### config.mk
export PLATFORM = sky130hd
export DESIGN_NAME = ct_split_buf
export DESIGN_NICKNAME = d
export VERILOG_FILES = /design/src/rtl/ct_split_buf_pkg.sv /design/src/rtl/ct_fifo_sc.sv /design/src/rtl/ct_split_buf.sv
export SDC_FILE = /design/constraint.sdc
export NUM_CORES = 1
export LEC_CHECK = 0
export CAP_MARGIN = 20
export CORE_UTILIZATION = 32
export DETAILED_ROUTE_END_ITERATION = 8
export SLEW_MARGIN = 15
export SYNTH_ARGS = -nofsm -noshare
export SYNTH_HDL_FRONTEND = slang
export SYNTH_HIERARCHICAL = 1
export SYNTH_SLANG_ARGS = --single-unit
### constraint.sdc
create_clock -name clk -period 2.37 [get_ports clk]
set_input_delay 0.3555 -clock clk [delete_from_list [all_inputs] [get_ports clk]]
set_output_delay 0.3555 -clock clk [all_outputs]
set_load 0.03 [all_outputs]
### src/rtl/ct_split_buf_pkg.sv
// Shared helpers for the ct_ block family: constant sizing functions used
// when deriving pointer and counter widths from parameters.
package ct_split_buf_pkg;

  // Ceiling log2 for elaboration-time sizing; clog2(1) = 0, clog2(4) = 2.
  function automatic int clog2(input int value);
    int result;
    int rem;
    result = 0;
    rem    = value - 1;
    while (rem > 0) begin
      result = result + 1;
      rem    = rem >> 1;
    end
    return result;
  endfunction

endpackage

### src/rtl/ct_fifo_sc.sv
// Single-clock FIFO. DEPTH must be a power of two so the pointers wrap
// naturally; a separate occupancy count disambiguates full from empty.
module ct_fifo_sc
  import ct_split_buf_pkg::*;
#(
  parameter int WIDTH = 32,
  parameter int DEPTH = 4
) (
  input  logic             clk,
  input  logic             reset,
  input  logic             i_push,
  input  logic             i_pop,
  input  logic [WIDTH-1:0] i_din,
  output logic [WIDTH-1:0] o_dout,
  output logic             o_full,
  output logic             o_empty
);

  localparam int AW = clog2(DEPTH);
  localparam int CW = AW + 1;

  logic [WIDTH-1:0] r_mem [DEPTH];
  logic [AW-1:0]    r_rd_ptr;
  logic [AW-1:0]    r_wr_ptr;
  logic [CW-1:0]    r_count;
  logic             w_push;
  logic             w_pop;

  assign o_full  = (r_count == CW'(DEPTH));
  assign o_empty = (r_count == '0);

  // A full FIFO refuses a push even when it pops in the same cycle.
  assign w_push = i_push & ~o_full;
  assign w_pop  = i_pop & ~o_empty;

  assign o_dout = r_mem[r_rd_ptr];

  // Storage write; contents are meaningless while empty.
  // NOTE: the storage array is deliberately left out of reset; only pointers and
  // count define validity, and un-reset RAM maps onto plain memory cells.
  always_ff @(posedge clk) begin
    if (w_push) begin
      r_mem[r_wr_ptr] <= i_din;
    end
  end

  // Pointer and occupancy bookkeeping; pointers wrap modulo DEPTH.
  // NOTE: sequential state uses non-blocking assignments so every register
  // samples pre-edge values regardless of statement order.
  always_ff @(posedge clk or posedge reset) begin
    if (reset) begin
      r_rd_ptr <= '0;
      r_wr_ptr <= '0;
      r_count  <= '0;
    end else begin
      if (w_push) begin
        r_wr_ptr <= r_wr_ptr + AW'(1);
      end
      if (w_pop) begin
        r_rd_ptr <= r_rd_ptr + AW'(1);
      end
      case ({w_push, w_pop})
        2'b10:   r_count <= r_count + CW'(1);
        2'b01:   r_count <= r_count - CW'(1);
        default: r_count <= r_count;
      endcase
    end
  end

endmodule

### src/rtl/ct_split_buf.sv
// Buffered eager-forking split: each input word's flow_id selects a set of
// outputs from a static table, and the word is written into a private FIFO
// per targeted output in one cycle. Input ready never looks at output ready,
// so downstream stalls cannot ripple combinationally to the input.
module ct_split_buf
  import ct_split_buf_pkg::*;
#(
  parameter int               NO             = 2,
  parameter int               WO             = 32,
  parameter int               NF             = 1,
  parameter int               WF             = 1,
  parameter logic [NF*WF-1:0] FLOWS          = '0,
  parameter logic [NF*NO-1:0] ENABLES        = '0,
  parameter int               FLOW_LOC       = 0,
  parameter int               DEPTH          = 4,
  parameter int               DROP_UNMATCHED = 1
) (
  input  logic             clk,
  input  logic             reset,
  input  logic [WO-1:0]    i_data,
  input  logic             i_valid,
  output logic             o_ready,
  output logic [NO*WO-1:0] o_data,
  output logic [NO-1:0]    o_valid,
  input  logic [NO-1:0]    i_ready,
  output logic             o_unmatched
);

  logic [WF-1:0] w_flow_id;
  logic [NO-1:0] w_mask;
  logic          w_any_match;
  logic          w_accept;
  logic [NO-1:0] w_push;
  logic [NO-1:0] w_pop;
  logic [NO-1:0] w_full;
  logic [NO-1:0] w_empty;
  logic          r_unmatched;

  assign w_flow_id = i_data[FLOW_LOC +: WF];

  // Flow table lookup; duplicate entries OR their target masks together.
  // NOTE: combinational blocks use blocking assignments with defaults first,
  // which lets the loop accumulate and guarantees no latch is inferred.
  always_comb begin
    w_mask      = '0;
    w_any_match = 1'b0;
    for (int i = 0; i < NF; i++) begin
      if (FLOWS[WF*i +: WF] == w_flow_id) begin
        w_mask      = w_mask | ENABLES[NO*i +: NO];
        w_any_match = 1'b1;
      end
    end
  end

  // Input ready: every targeted FIFO must have room; unmatched words either
  // drain into the bit bucket or stall the input.
  always_comb begin
    o_ready = 1'b0;
    if (w_any_match) begin
      o_ready = &(~w_mask | ~w_full);
    end else begin
      o_ready = (DROP_UNMATCHED != 0);
    end
  end

  assign w_accept = i_valid & o_ready;
  assign w_push   = {NO{w_accept}} & w_mask;
  assign w_pop    = ~w_empty & i_ready;
  assign o_valid  = ~w_empty;

  // One-cycle pulse flagging that an unmatched word was discarded.
  always_ff @(posedge clk or posedge reset) begin
    if (reset) begin
      r_unmatched <= 1'b0;
    end else begin
      r_unmatched <= w_accept & ~w_any_match;
    end
  end

  assign o_unmatched = r_unmatched;

  for (genvar j = 0; j < NO; j++) begin : g_out
    ct_fifo_sc #(
      .WIDTH (WO),
      .DEPTH (DEPTH)
    ) u_fifo (
      .clk     (clk),
      .reset   (reset),
      .i_push  (w_push[j]),
      .i_pop   (w_pop[j]),
      .i_din   (i_data),
      .o_dout  (o_data[j*WO +: WO]),
      .o_full  (w_full[j]),
      .o_empty (w_empty[j])
    );
  end

endmodule
==> key figures <==
Outcome
  • Status: complete, but fails checks
  • Violated checks: slew limit, setup timing

CTS
  • Clock sinks: about 270
  • Htree depth: 1
  • Clock transition at path regs: approximately 0.060 ns
  • Max clock buf depth: 3
  • Clk_lat worst skew: 0.52 ns
  • CTS tree: done
  • CTS Buf Count: 28
  • Root buffer cell: clkbuf_16

Route
  • Routed wl met3: 1140 um
  • DR top layer: met5
  • DR iter-0 viols: 254
  • Remaining DRCs: 0
  • Avg WL per Cell: 21.1 um
  • Drt first pass iters: 4
  • ANT nets after route: 0
  • Met1 WL: 8190 um
  • Via count: approximately 4.6k
  • Post-Route WL: 20700 um
  • Vias per cell: 4.68
  • Met2 wire len: 11100 um

Setup path
  • CP Class: flop to output pin
  • Crit path max-delay family: multiplexers
  • Slowest-stage cell, CP: mux4_1
  • CP Cell Sequence: buf_12, mux4_1, clkdlybuf4s15_2
  • Startpoint Class: flop
  • Crit. End Element: output pin
  • Crit-path max FO: 17
  • CP max stage delay: roughly 0.59 ns
  • CP bufs+invs: 2
  • Worst EP required: 2.01 ns
  • Crit path DAT: slightly above 2 ns

Synth
  • Gate Count Post-Synth: 422
  • Mapped Avg Cell Area: 24.3 um2
  • Yosys warns: 6
  • Post-Syn Area: 10300 um2
  • Synth unique cells: 25
  • Part of the Yosys area used for sequential elements: 78.6%
  • Seq cells post-synth: 271

Placement
  • Area post-placement: 11700 um2
  • Pre-CTS WS: -0.00152 ns
  • IO buf count: 103
  • DP HPWL: 11700 um
  • GPL Wtd Cong: between 0.7 and 0.8
  • Inst Count DP: 920

STA
  • Period utilization: 101%
  • RSZ-0062 raised after global routing: true
  • Worst slew margin: -38.1%
  • Fmax: 419 MHz
  • Final Max Slew Viols: approximately 260
  • Worst-Margin Slew: around 2.1 ns
  • Hold WS: between 0.1 and 0.15 ns
  • Endpoints failing setup: 3
  • Worst Skew: 0.00125 ns
  • Tmin final: 2.39 ns
  • Final hold vios: 0
  • TNS Setup: -0.0338 ns
  • PnR worst setup slack: -0.0191 ns

GRT
  • Largest net degree at the start of global routing: 34
  • First-pass GRT wire length: 31600 um
  • GRT Overall Usage: 12.9%
  • Grt total ovfl: 0
  • Initial antenna violation count: 1
  • Vias in the first global route: 5190

Pwr
  • Power Total: 17.9 mW
  • Power Density: approximately 1400 nW/um2
  • Seq pwr share: 37.7%
  • LEAKAGE: 4.30 nW
  • Psw: 5.91 mW
  • Internal cell power: 12.0 mW
  • Comb power frac: ~38%
  • VDD IR max: 0.677 mV
  • Clk pwr share: around a quarter
  • Sw Ratio: 33.1%

Floorplan
  • Die width: 181 um
  • Effective utilization at floorplan: 32.5%
  • Row cnt: 65
  • Die area: 32800 um2
  • Height of the die: 181 um
  • Core box area: 31600 um2
  • # IOs: 105

Finish
  • Proportion of layout cells with a drive suffix above 1: between 30% and 40%
  • Non-Filler Instances: 982
  • Final Instance Area: 12800 um2
  • Antenna cell count: 0
  • Final core utilization: 40.5%
  • Area growth syn-to-layout: 24.5%
  • Final net count: between 600 and 700

Flow run
  • Total of max-cap violations: 0

Hold path
  • HP Class: primary input to async pin
sequential cells by signal (all words and copies together), names as in the netlist:
signal                 count
o_unmatched                1
g_out.u_fifo/r_wr_ptr      4
g_out.u_fifo/r_mem       256
g_out.u_fifo/r_rd_ptr      4
g_out.u_fifo/r_count       6
what timing repair did:
action | in CTS | in global routing
gates cloned | 1 | 1
hold buffers | 0 | 0
resized for setup | 214 | 31
pin swaps | 0 | 0
endpoints found under the setup margin | 56 | 53
setup buffers | 6 | 4
endpoints found under the hold margin | 0 | 0
placed cells by master, fill, tap and decap left out, types with 3 or more instances in the layout:
cell type	count
bufinv_16	4
clkbuf_16	30
clkdlybuf4s50_1	38
and2_1	9
buf_4	12
buf_2	22
xnor2_1	6
dfrtp_1	11
mux4_2	60
xor2_1	6
mux4_1	4
clkinv_2	5
inv_1	17
dfrtp_2	4
edfxtp_1	256
clkdlybuf4s15_2	26
buf_6	12
buf_12	10
conb_1	3
clkinv_1	4
ha_1	10
clkbuf_1	6
cell type report:
cell class              count  area [um2]
fillers                  2788       18800
repair buffers            123        1260
inverters                  17        63.8
clock inverters            14         168
clock buffers              37         776
multi-input cells         118        1940
well taps                 402         503
flip-flops and latches    271        8070
power by group through the flow:
stage / clock network, mW / registers, mW / logic [mW]
floorplan: 0 / 6.66 / 4.42
global placement: 0 / 6.72 / 6.32
detailed placement: 0 / 6.80 / 6.39
CTS: 4.53 / 6.72 / 6.55
global route: 4.70 / 6.83 / 7.18
finish: 4.40 / 6.73 / 6.73
final timing paths:
| path | slack (ns) | endpoint | startpoint | depth (start not counted) |
|---|---|---|---|---|
| hold / removal | 0.11 | o_unmatched | reset | 2 |
| max in group asynchronous | 1.88 | g_out[0].u_fifo/r_rd_ptr[1] | reset | 2 |
| setup reg to reg | 0.28 | g_out[1].u_fifo/r_count[2] | g_out[1].u_fifo/r_count[0] | 9 |
| min in group clk | 0.41 | o_unmatched | i_valid | 2 |
| hold reg to reg | 0.55 | g_out[1].u_fifo/r_count[2] | g_out[1].u_fifo/r_count[2] | 1 |
| setup / recovery | -0.02 | o_data[17] | g_out[0].u_fifo/r_rd_ptr[0] | 3 |
logic make-up after synthesis:
| group | after synthesis | synth area share, % |
|---|---|---|
| flops | 271 | 78.6 |
| simple gates | 21 | 1.33 |
| compound gates | 2 | 0.171 |
| xor+xnor | 12 | 1.02 |
| fa+ha+maj | 12 | 1.61 |
| mux | 68 | 14.8 |
| other cells | 2 | 0.0732 |
| buf+inv | 34 | 2.45 |
cell usage after synthesis:
cell type / n / share of area [%]
mux4_1: 8 / 2.0
inv_1: 17 / 0.62
clkbuf_1: 2 / 0.073
and2_1: 9 / 0.55
nor3_1: 2 / 0.098
fa_1: 2 / 0.39
o31a_1: 2 / 0.17
buf_6: 2 / 0.22
conb_1: 2 / 0.073
buf_2: 6 / 0.29
nor3b_2: 2 / 0.24
mux2_2: 2 / 0.22
nor2b_1: 2 / 0.12
buf_12: 6 / 1.2
ha_1: 10 / 1.2
xor2_1: 6 / 0.51
nor2_1: 2 / 0.073
xnor2_1: 6 / 0.51
mux4_2: 56 / 12
nand2_1: 2 / 0.073
mux2i_1: 2 / 0.20
edfxtp_1: 256 / 75
nor2b_2: 2 / 0.17
dfrtp_1: 15 / 3.7
buf_4: 1 / 0.073
per-layer routing:
| layer | global-route usage [%] | vias to the layer above |
|---|---|---|
| li1 | - | 2013 |
| met1 | 15.5 | 2429 |
| met2 | 23.8 | 116 |
| met3 | 2.56 | 32 |
| met4 | 2.95 | 2 |
| met5 | 0 | - |
No activity file was read; power rests on OpenSTA's default activity.
